$ cat src/rtl/mem_arbiter_pkg.sv
`default_nettype none
// ============================================================================
//  Module   : mem_arbiter_pkg
//  Brief    : Shared constants, requester IDs and FSM encoding for the
//             two-requester memory arbiter.
//  Revision : 1.0 - initial release
// ============================================================================
package mem_arbiter_pkg;

  localparam int ADDR_BITS_DEF   = 28;
  localparam int DATA_BITS_DEF   = 128;
  localparam int ROUTE_DEPTH_DEF = 4;

  // Requester indices into the packed per-requester buses
  localparam logic ICACHE = 1'b0;
  localparam logic DCACHE = 1'b1;

  typedef enum logic [1:0] {
    ST_IDLE  = 2'd0,
    ST_ADDR  = 2'd1,
    ST_WDATA = 2'd2
  } arb_state_e;

  // Occupancy counter width: must represent 0..depth inclusive
  function automatic int cnt_width(input int depth);
    return $clog2(depth) + 1;
  endfunction

endpackage
`default_nettype wire

$ cat src/rtl/mem_route_fifo.sv
`default_nettype none
// ============================================================================
//  Module   : mem_route_fifo
//  Brief    : 1-bit wide route FIFO recording which requester owns each
//             outstanding read, so responses are steered in issue order.
//  Revision : 1.0 - initial release
// ============================================================================
module mem_route_fifo
  import mem_arbiter_pkg::*;
#(
  parameter int DEPTH = 4
) (
  input  logic                   clk,
  input  logic                   reset_n,
  input  logic                   push_i,
  input  logic                   push_data_i,
  input  logic                   pop_i,
  output logic                   head_o,
  output logic                   full_o,
  output logic                   empty_o,
  output logic [$clog2(DEPTH):0] count_o
);

  localparam int PTR_W = (DEPTH > 1) ? $clog2(DEPTH) : 1;
  localparam int CNT_W = cnt_width(DEPTH);
  localparam logic [PTR_W-1:0] LAST_PTR = PTR_W'(DEPTH - 1);
  localparam logic [CNT_W-1:0] FULL_CNT = CNT_W'(DEPTH);

  logic [DEPTH-1:0] slot_q;
  logic [PTR_W-1:0] wr_ptr_q;
  logic [PTR_W-1:0] rd_ptr_q;
  logic [CNT_W-1:0] count_q;
  logic             do_push;
  logic             do_pop;

  assign full_o  = (count_q == FULL_CNT);
  assign empty_o = (count_q == '0);
  assign count_o = count_q;
  assign head_o  = slot_q[rd_ptr_q];

  // A push into a full FIFO is only legal when a pop frees a slot that cycle
  assign do_pop  = pop_i && !empty_o;
  assign do_push = push_i && (!full_o || do_pop);

  // Storage, wrapping pointers and occupancy count
  always_ff @(posedge clk or negedge reset_n) begin
    if (!reset_n) begin
      slot_q   <= '0;
      wr_ptr_q <= '0;
      rd_ptr_q <= '0;
      count_q  <= '0;
    end else begin
      if (do_push) begin
        slot_q[wr_ptr_q] <= push_data_i;
        wr_ptr_q         <= (wr_ptr_q == LAST_PTR) ? '0 : wr_ptr_q + 1'b1;
      end
      if (do_pop) begin
        rd_ptr_q <= (rd_ptr_q == LAST_PTR) ? '0 : rd_ptr_q + 1'b1;
      end
      case ({do_push, do_pop})
        2'b10:   count_q <= count_q + 1'b1;
        2'b01:   count_q <= count_q - 1'b1;
        default: count_q <= count_q;
      endcase
    end
  end

endmodule
`default_nettype wire

$ cat src/rtl/mem_arbiter.sv
`default_nettype none
// ============================================================================
//  Module   : mem_arbiter
//  Brief    : Round-robin arbiter between icache (0) and dcache (1) onto a
//             single memory port; in-order read responses routed back via a
//             route FIFO.
//  Revision : 1.0 - initial release
// ============================================================================
module mem_arbiter
  import mem_arbiter_pkg::*;
#(
  parameter int ADDR_BITS   = ADDR_BITS_DEF,
  parameter int DATA_BITS   = DATA_BITS_DEF,
  parameter int ROUTE_DEPTH = ROUTE_DEPTH_DEF
) (
  input  logic                     clk,
  input  logic                     reset_n,
  input  logic [1:0]               rq_req_valid,
  output logic [1:0]               rq_req_ready,
  input  logic [2*ADDR_BITS-1:0]   rq_req_addr,
  input  logic [1:0]               rq_req_rw,
  input  logic [1:0]               rq_data_valid,
  output logic [1:0]               rq_data_ready,
  input  logic [2*DATA_BITS-1:0]   rq_data_bits,
  input  logic [2*DATA_BITS/8-1:0] rq_data_mask,
  output logic [1:0]               rq_resp_valid,
  output logic [DATA_BITS-1:0]     rq_resp_data,
  output logic                     mem_req_valid,
  input  logic                     mem_req_ready,
  output logic [ADDR_BITS-1:0]     mem_req_addr,
  output logic                     mem_req_rw,
  output logic                     mem_req_data_valid,
  input  logic                     mem_req_data_ready,
  output logic [DATA_BITS-1:0]     mem_req_data_bits,
  output logic [DATA_BITS/8-1:0]   mem_req_data_mask,
  input  logic                     mem_resp_valid,
  input  logic [DATA_BITS-1:0]     mem_resp_data
);

  localparam int MASK_BITS = DATA_BITS / 8;
  localparam int CNT_W     = cnt_width(ROUTE_DEPTH);
  localparam logic [CNT_W-1:0] DEPTH_CNT = CNT_W'(ROUTE_DEPTH);

  arb_state_e       state_q, state_d;
  logic             g_q, g_d;              // granted requester
  logic             last_q, last_d;        // requester granted most recently
  logic             rw_q, rw_d;            // direction of the granted transaction
  logic             addr_done_q, addr_done_d;
  logic             data_done_q, data_done_d;

  logic [1:0]       elig;
  logic             winner;
  logic             room;
  logic             addr_hs;
  logic             data_hs;
  logic             push_req;
  logic             fifo_push;
  logic             fifo_pop;
  logic             fifo_head;
  logic             fifo_full;
  logic             fifo_empty;
  logic [CNT_W-1:0] fifo_count;

  // A read needs a free route slot; writes never produce a response
  assign room   = (fifo_count < DEPTH_CNT);
  assign elig   = rq_req_valid & (rq_req_rw | {2{room}});
  assign winner = (&elig) ? ~last_q : elig[DCACHE];

  // Address/data payload simply follows the held grant
  assign mem_req_addr      = g_q ? rq_req_addr[2*ADDR_BITS-1:ADDR_BITS] : rq_req_addr[ADDR_BITS-1:0];
  assign mem_req_rw        = rq_req_rw[g_q];
  assign mem_req_data_bits = g_q ? rq_data_bits[2*DATA_BITS-1:DATA_BITS] : rq_data_bits[DATA_BITS-1:0];
  assign mem_req_data_mask = g_q ? rq_data_mask[2*MASK_BITS-1:MASK_BITS] : rq_data_mask[MASK_BITS-1:0];

  // In-order response steering; a response with nothing outstanding is dropped
  assign fifo_pop             = mem_resp_valid && !fifo_empty;
  assign rq_resp_valid[ICACHE] = fifo_pop && (fifo_head == ICACHE);
  assign rq_resp_valid[DCACHE] = fifo_pop && (fifo_head == DCACHE);
  assign rq_resp_data         = mem_resp_data;
  assign fifo_push            = push_req && !fifo_full;

  mem_route_fifo #(
    .DEPTH (ROUTE_DEPTH)
  ) u_route_fifo (
    .clk         (clk),
    .reset_n     (reset_n),
    .push_i      (fifo_push),
    .push_data_i (g_q),
    .pop_i       (fifo_pop),
    .head_o      (fifo_head),
    .full_o      (fifo_full),
    .empty_o     (fifo_empty),
    .count_o     (fifo_count)
  );

  // FSM and grant registers
  always_ff @(posedge clk or negedge reset_n) begin
    if (!reset_n) begin
      state_q     <= ST_IDLE;
      g_q         <= ICACHE;
      last_q      <= DCACHE;
      rw_q        <= 1'b0;
      addr_done_q <= 1'b0;
      data_done_q <= 1'b0;
    end else begin
      state_q     <= state_d;
      g_q         <= g_d;
      last_q      <= last_d;
      rw_q        <= rw_d;
      addr_done_q <= addr_done_d;
      data_done_q <= data_done_d;
    end
  end

  // Next-state and handshake outputs
  always_comb begin
    state_d            = state_q;
    g_d                = g_q;
    last_d             = last_q;
    rw_d               = rw_q;
    addr_done_d        = addr_done_q;
    data_done_d        = data_done_q;
    push_req           = 1'b0;
    addr_hs            = 1'b0;
    data_hs            = 1'b0;
    mem_req_valid      = 1'b0;
    mem_req_data_valid = 1'b0;
    rq_req_ready       = '0;
    rq_data_ready      = '0;

    case (state_q)
      ST_IDLE: begin
        if (|elig) begin
          g_d         = winner;
          last_d      = winner;
          rw_d        = rq_req_rw[winner];
          addr_done_d = 1'b0;
          data_done_d = 1'b0;
          state_d     = ST_ADDR;
        end
      end

      ST_ADDR: begin
        mem_req_valid      = rq_req_valid[g_q] && !addr_done_q;
        rq_req_ready[g_q]  = mem_req_ready && !addr_done_q;
        addr_hs            = mem_req_valid && mem_req_ready;
        if (rw_q) begin
          mem_req_data_valid = rq_data_valid[g_q] && !data_done_q;
          rq_data_ready[g_q] = mem_req_data_ready && !data_done_q;
          data_hs            = mem_req_data_valid && mem_req_data_ready;
          addr_done_d        = addr_done_q || addr_hs;
          data_done_d        = data_done_q || data_hs;
          if (addr_done_d && data_done_d) begin
            state_d = ST_IDLE;
          end else if (addr_done_d) begin
            state_d = ST_WDATA;
          end
        end else if (addr_hs) begin
          push_req    = 1'b1;
          addr_done_d = 1'b1;
          state_d     = ST_IDLE;
        end
      end

      ST_WDATA: begin
        mem_req_data_valid = rq_data_valid[g_q] && !data_done_q;
        rq_data_ready[g_q] = mem_req_data_ready && !data_done_q;
        data_hs            = mem_req_data_valid && mem_req_data_ready;
        data_done_d        = data_done_q || data_hs;
        if (data_done_d) begin
          state_d = ST_IDLE;
        end
      end

      default: state_d = ST_IDLE;
    endcase
  end

endmodule
`default_nettype wire
$ cat config.mk
export PLATFORM = sky130hd
export DESIGN_NAME = mem_arbiter
export DESIGN_NICKNAME = d
export VERILOG_FILES = /design/src/rtl/mem_arbiter_pkg.sv /design/src/rtl/mem_route_fifo.sv /design/src/rtl/mem_arbiter.sv
export SDC_FILE = /design/constraint.sdc
export NUM_CORES = 1
export LEC_CHECK = 0
export ABC_CLOCK_PERIOD_IN_PS = 3100
export BUFFER_PORTS_ARGS = -buffer_cell sky130_fd_sc_hd__buf_2
export CORE_AREA = 2 2 304 306
export DETAILED_ROUTE_END_ITERATION = 10
export DIE_AREA = 0 0 306 308
export HOLD_SLACK_MARGIN = 0.15
export PLACE_DENSITY = 0.3
export SETUP_SLACK_MARGIN = 0.3
export SYNTH_ARGS = -nofsm -noshare
export SYNTH_HDL_FRONTEND = slang
export SYNTH_SLANG_ARGS = --single-unit
$ cat constraint.sdc
create_clock -name clk -period 3.1 [get_ports clk]
set_clock_uncertainty 0.2 [all_clocks]
set_input_delay 0.62 -clock clk [delete_from_list [all_inputs] [get_ports clk]]
set_output_delay 0.62 -clock clk [all_outputs]
set_load 0.05 [all_outputs]
==> results of run 1 <==
==> cell usage in the layout (no fill, tap or decap), drive strengths merged, types with 5 or more instances in the layout <==
cell,synthesis,routed
buf,146,549
mux2,179,179
dfrtp,17,17
inv,13,13
nand2,10,10
ha,9,9
diode,0,8
mux2i,6,6
o21ai,6,6
nor2,5,5
clkbuf,3,5
==> stage by stage <==
stage / hold WS (ns) / cells
finish: 0.2984 / 2029
global route: 0.3178 / 2023
CTS: 0.2992 / 2021
detailed placement: 0.2869 / 2015
global placement: 0.2799 / 2015
floorplan: 0.1244 / 429
==> worst register-to-register path, stage by stage, from the launching register on <==
cell       delay [ns]
dfrtp_4          0.52
mux2i_1          0.37
a2111oi_4        0.11
inv_1            0.08
ha_1             0.17
inv_1            0.06
fa_1             0.37
xor2_1           0.15
nor2_1           0.11
xor2_1           0.15
==> cell type report <==
| type | count | share of cell area, % |
|---|---|---|
| Clock buffer | 4 | 1.180 |
| Multi-Input combinational cell | 249 | 34.42 |
| Inverter | 13 | 0.6482 |
| Tap cell | 1186 | 19.71 |
| Antenna cell | 8 | 0.2659 |
| Timing Repair Buffer | 551 | 37.73 |
| Sequential cell | 18 | 6.050 |
==> state kept, by name, indices dropped and copies added (netlist names) <==
name                   cells
state_q                    2
u_route_fifo.slot_q        4
u_route_fifo.rd_ptr_q      2
addr_done_q                1
last_q                     1
u_route_fifo.wr_ptr_q      2
u_route_fifo.count_o       3
data_done_q                1
g_q                        1
rw_q                       1
==> cells in the mapped netlist (all sizes together) <==
master	count	area share (%)
fa	1	0.48
clkbuf	3	0.27
dfrtp	17	10
a2bb2oi	2	0.57
a2111oi	1	0.67
nor3	2	0.24
mux2	179	49
inv	13	1.2
nor4b	1	0.21
buf	146	25
a21o	1	0.18
mux2i	6	1.5
a222oi	1	0.24
or2	1	0.15
a311oi	1	0.21
a21oi	4	0.48
nor2b	4	0.60
and3	1	0.15
and4b	1	0.24
mux4	1	0.54
nor2	5	0.45
o31ai	3	0.54
ha	9	2.7
nand2b	3	0.45
nand3	1	0.12
o21ba	1	0.24
nor3b	1	0.18
xnor2	1	0.21
o21ai	6	0.73
nand2	10	0.91
xor2	2	0.42
dfstp	1	0.64
==> worst paths after layout <==
kind,startpoint,to,slack (ns),depth (start not counted)
worst min-delay path,last_q,last_q,0.30,2
worst min register to register,last_q,last_q,0.30,2
max in group asynchronous,reset_n,g_q,1.69,2
worst max-delay path,g_q,mem_req_data_bits[127],0.39,4
min in group asynchronous,reset_n,addr_done_q,0.65,2
worst max register to register,g_q,u_route_fifo.count_o[2],0.75,9
==> routing by layer <==
| layer | up-vias | routed length (um) | GRT usage, % |
|---|---|---|---|
| li1 | 2197 | - | - |
| met3 | 76 | 5627 | 3.910 |
| met1 | 2197 | 14650 | 8.877 |
| met5 | - | 85 | 0 |
| met2 | 502 | 14200 | 9.979 |
| met4 | 12 | 1379 | 2.154 |
==> power by group <==
group	switching (W)	internal, W
logic	0.00400	0.00185
clock network	0.0000908	0.000196
registers	0.000118	0.000356
total	0.00421	0.00240
==> cell families (layout without fill, tap and decap cells) <==
family	Yosys count	in the layout
AOI/OAI and AO/OA	20	20
xor gates and xnor gates	3	3
adders and majority gates	10	10
buffers and inverters	162	568
DFF	18	18
muxes	186	186
other	0	8
and+or+nand+nor	30	30
==> what timing repair did <==
| item | in CTS | in global routing |
|---|---|---|
| endpoints found under the hold margin | 17 | 0 |
| hold buffers | 1 | 0 |
| resized for setup | 2 | 2 |
| buffers inserted | 1 | 0 |
| pin swaps | 1 | 0 |
| endpoints found under the setup margin | 3 | 3 |
| cloned | 0 | 0 |
==> results.md, run 1 <==
- Outcome: finished, final reports clean
- Register area share after synthesis: around 11%
- Routed via count: 4,984
- Crit start category: flop
- Sequential cell area: between 400 and 500 um2
- CTS Buf Count: 3
- CP Capture Type: primary output
- Pwr Density: just under 900 nW/um2
- Num rows: roughly 110
- Min-Delay Path Class: flop to flop
- Pre-CTS setup slack: roughly 0.19 ns
- Worst path most repeated cell: buf_12
- XOR/XNOR share of the synthesized area: 0.6352%
- CTS tree: built
- Worst skew pair latency: 0.25 ns
- CP delay by family, top: buffers and inverters
- Max cap viols: 0
- Initial antenna violation count: 38
- Vias in the first global route: 4,899
- Antenna-violating nets left: 0
- Final Hold Vio Count: 0
- Crit-path max FO: 35
- IO Pins: just under 800
- Clk slew on worst S/H paths: 0.05 ns
- Final net count: around 1,300
- Dpl hpwl: between 30,000 and 40,000 um
- Crit path time final: roughly 2.7 ns
- #FFs+latches synth: 18
- Syn Inst Count: 429
- Initial detailed-routing violation count: 199
- Port-buffer cells: 535
- Cell Area, Placed: ~7400 um2
- Largest net degree at the start of global routing: between 60 and 70
- CP Class: flop to primary output
- CP Cell Sequence: buf_12, buf_12, mux2_2, buf_2
- Syn Nets: 922
- Final Cycle Share: between 80% and 90%
- Slew @ Worst Pin: approximately 0.52 ns
- Initial Utilization: ~4.5%
- Worst endpoint required time: approximately 2.3 ns
- Fin util: ~8.3%
- Syn Area/Cell: between 9 and 10 um2
- Buf/Inv on CP: 3
- CTS Root Buffer Type: clkbuf_16
- Max Freq: approximately 370 MHz
- Post-Synth Simple-Gate Area: 3.721%
- Final Cell Area: approximately 7500 um2
- DRC viols: 0
- RSZ-0062 raised after global routing: false
- Die W: 306 um
- Setup TNS: 0 ns
- Clock sinks: 18
- Worst path max stage delay: 0.52 ns
- Max_slew headroom: approximately two thirds
- Leakage: between 3 and 4 nW
- Layout fillers: roughly 11,000
- GRT Overall Usage: roughly 7%
- Final Power: around 0.0066 W
- Layout cells sized above 1: approximately 90%
- Pre-Repair DR Iteration Count: 4
- Final setup violation count: 0
- Post-synthesis mux area share: between 50% and 60%
- CTS Buffer Depth: 2
- Via density: ~2.5
- Layout area overhead: 82.00%
- Worst EP arrival: about 1.9 ns
- Yosys warnings: 0
- Final Wtd Congestion: around 0.8
- Peak VDD IR: ~0.48 mV
- Core region area: 90,970 um2
- H-tree Lvls: 1
- First-pass GRT wire length: between 40,000 and 50,000 um
- Die area: 94,250 um2
- Die height: 308 um
- Drt wl/cell: roughly 18 um
- Synth Cell Area: 4136 um2
- Multi-input gate area: approximately 2600 um2
- Final Max Tran Viols: 0
- Netlist cell types: 35
- Main combinational cell family by area after synthesis: multiplexers
- Synth Area in Compound Gates: under 10%
- Setup slack after layout: 0.3857 ns
- Adder-Cell Fraction of Synth Area: ~3.2%
- Critical-path top delay cell: dfrtp_4
- Routed WL: about 36,000 um
- Overflow after GRT: 0
(Power assumes the default switching activity.)
==> run 2, diff against run 1 <==
--- a/config.mk
+++ b/config.mk
@@ -6,10 +6,10 @@
 export NUM_CORES = 1
 export LEC_CHECK = 0
 export ABC_CLOCK_PERIOD_IN_PS = 3100
-export BUFFER_PORTS_ARGS = -buffer_cell sky130_fd_sc_hd__buf_2
-export CORE_AREA = 2 2 304 306
+export CORE_AREA = 2 2 309 311
 export DETAILED_ROUTE_END_ITERATION = 10
-export DIE_AREA = 0 0 306 308
+export DIE_AREA = 0 0 311 313
+export DONT_BUFFER_PORTS = 1
 export HOLD_SLACK_MARGIN = 0.15
 export PLACE_DENSITY = 0.3
 export SETUP_SLACK_MARGIN = 0.3
==> run 2 against run 1 <==
Core utilization fell by 3.1 points. Sequential power barely moved. Die area rose by 3.3%. Critical endpoint is now mem_req_addr[2]. Largest cell class is now multi-input combinational cells.
==> results.md, run 2 (synthesis results as in run 1) <==
- Initial Utilization: 4.393% (-0.15 points)
- Max Freq: 370.7 MHz (+0.61%)
- Max_slew headroom: 38.25% (-27 points)
- GRT Overall Usage: 4.243% (-2.8 points)
- H-tree Lvls: 1 (unchanged)
- Slew @ Worst Pin: 0.9232 ns (+0.3987 ns)
- Min-Delay Path Class: flop to flop
- Reg power frac: 8.4% (+1.2 points)
- Comb power frac: 86.4% (-2.1 points)
- Layout fillers: 11,140 (+4.6%)
- Leakage: 1.319 nW (-62%)
- Worst EP arrival: 1.88 ns (about the same)
- RSZ-0062 raised after global routing: false
- Drt wl/cell: 15.02 um (-15%)
- CTS Buffer Depth: 2 (unchanged)
- Routed WL: 23,560 um (-34%)
- Initial antenna violation count: 24 (-37%)
- Pre-Repair DR Iteration Count: 4 (unchanged)
- Fin util: 5.202% (-3.1 points)
- Final Wtd Congestion: 0.8082 (+0.84%)
- Max cap viols: 0 (unchanged)
- Biggest register: u_route_fifo.slot_q
- Overflow after GRT: 0 (unchanged)
- Crit path time final: 2.698 ns (-0.01655 ns)
- Via density: 1.883 (-23%)
- Die W: 311 um (+1.6%)
- Peak VDD IR: 0.4815 mV (-0.60%)
- First-pass GRT wire length: 27,770 um (-38%)
- Final Max Tran Viols: 0 (unchanged)
- CTS Buf Count: 3 (unchanged)
- Switching part of the total power: 68.54% (+4.8 points)
- Layout area overhead: 18.42%
- Clock sinks: 18 (unchanged)
- Final Non-Filler Cells: 1,569 (-23%)
- Final Hold Vio Count: 0 (unchanged)
- Crit-path max FO: 68 (+94%)
- CTS Root Buffer Type: clkbuf_16
- Worst endpoint required time: 2.28 ns (about the same)
- Pwr Density: 1152 nW/um2 (+31%)
- P_int: 0.001775 W (-26%)
- Layout cells sized above 1: 67.68% (-21 points)
- DRC viols: 0 (unchanged)
- Antenna-violating nets left: 0 (unchanged)
- Die height: 313 um (+1.6%)
- Outcome: finished, final reports clean
- Cell Area, Placed: 4767 um2 (-35%)
- Vias in the first global route: 2,934 (-40%)
- Crit start category: flop
- Largest net degree at the start of global routing: 96 (+55%)
- CP Class: flop to primary output
- Die area: 97,340 um2 (+3.3%)
- Final Cycle Share: 87.02% (-0.53 points)
- Routed via count: 2,954 (-41%)
- Placed cell count: 1,557 (-23%)
- Number of flip-flops in the largest register: 4 (unchanged)
- Most common cell after layout, fill and taps aside: mux2_2
- Clk slew on worst S/H paths: 0.06 ns (about the same)
- Dpl hpwl: 21,110 um (-37%)
- Port-buffer cells: 0 (-100%)
- Clock Power Share: 5.2% (+0.9 points)
- Num rows: 113 (+1.8%)
- Most frequent cells in the layout: 175 x mux2_2, 16 x dfrtp_1, 13 x inv_1
- Initial detailed-routing violation count: 85 (-57%)
- Final setup violation count: 0 (unchanged)
- CTS tree: built
- Final net count: 791 (-40%)
- Core region area: 94,160 um2 (+3.5%)
- Sw power: 0.003867 W (-8.2%)
- Setup TNS: 0 ns (unchanged)
- CP Capture Type: primary output
- Worst skew pair latency: 0.25 ns (about the same)
- Final Cell Area: 4898 um2 (-35%)
- IO Pins: 792 (unchanged)
-- run 2: changes by cell type in the layout (fill, tap and decap cells not counted) --
cell      change
diode_2       -1
mux2i_2       +1
buf_6         +1
buf_12        -2
mux2i_1       -1
nor3b_2       +1
clkbuf_4      -1
buf_4         -2
buf_2       -534
nor3b_4       -1
-- run 2: repair_timing --
item                                   in CTS  in global routing
buffers inserted                            0                  0
endpoints found under the hold margin      18                  0
resized for setup                           2                  2
hold buffers                                1                  0
setup endpoints to repair                  63                  3
-- run 2: cell type report --
cell class                      count  area, um2  share of cell area (%)
Multi-Input combinational cell    249       2589                   52.85
Tap cell                         1265       1583                   32.31
Sequential cell                    18      455.4                   9.298
Timing Repair Buffer               13      116.4                   2.375
Clock buffer                        4      88.84                   1.814
Inverter                           13      48.80                  0.9962
Antenna cell                        7      17.52                  0.3576
-- run 2: power groups by stage --
| stage | clock network [W] | registers, W | logic, W |
|---|---|---|---|
| final | 0.000294 | 0.000475 | 0.00487 |
| after global routing | 0.000315 | 0.000490 | 0.00505 |
| after CTS | 0.000300 | 0.000473 | 0.00490 |
| after detailed placement | 0 | 0.000476 | 0.00487 |
| after global placement | 0 | 0.000464 | 0.00486 |
| after floorplan | 0 | 0.000425 | 0.00486 |
-- run 2: routing by layer --
metal	vias up	track usage [%]	share of wire (%)
li1	1111	-	-
met4	16	2.317	5.4
met3	55	3.163	19
met2	407	5.276	39
met5	-	0	0.46
met1	1365	5.140	37
-- run 2: worst paths after layout --
check / from / endpoint / slack (ns) / cells past startpoint
max: g_q / mem_req_addr[2] / 0.40 / 2
max in group asynchronous: reset_n / g_q / 1.29 / 1
min: u_route_fifo.slot_q[1] / u_route_fifo.slot_q[1] / 0.30 / 1
max reg2reg: state_q[1] / u_route_fifo.count_o[2] / 0.63 / 12
min reg2reg: u_route_fifo.slot_q[1] / u_route_fifo.slot_q[1] / 0.30 / 1
min in group asynchronous: reset_n / rw_q / 0.75 / 1
-- run 2: metrics by stage --
step           total power [W]  worst slack (ns)  hold slack (ns)
6_report              0.005642            0.4023           0.2962
5_1_grt               0.005853            0.3345           0.3026
4_1_cts               0.005671            0.3282           0.2951
3_5_place_dp          0.005341            0.4806           0.1255
3_3_place_gp          0.005324            0.5112           0.1255
2_1_floorplan         0.005281            0.4290           0.1244
-- run 2: worst max-delay path, cell delays in order (launching register included) --
cell and delay [ns]:
dfrtp_4 0.46, buf_6 0.49, mux2_2 0.54
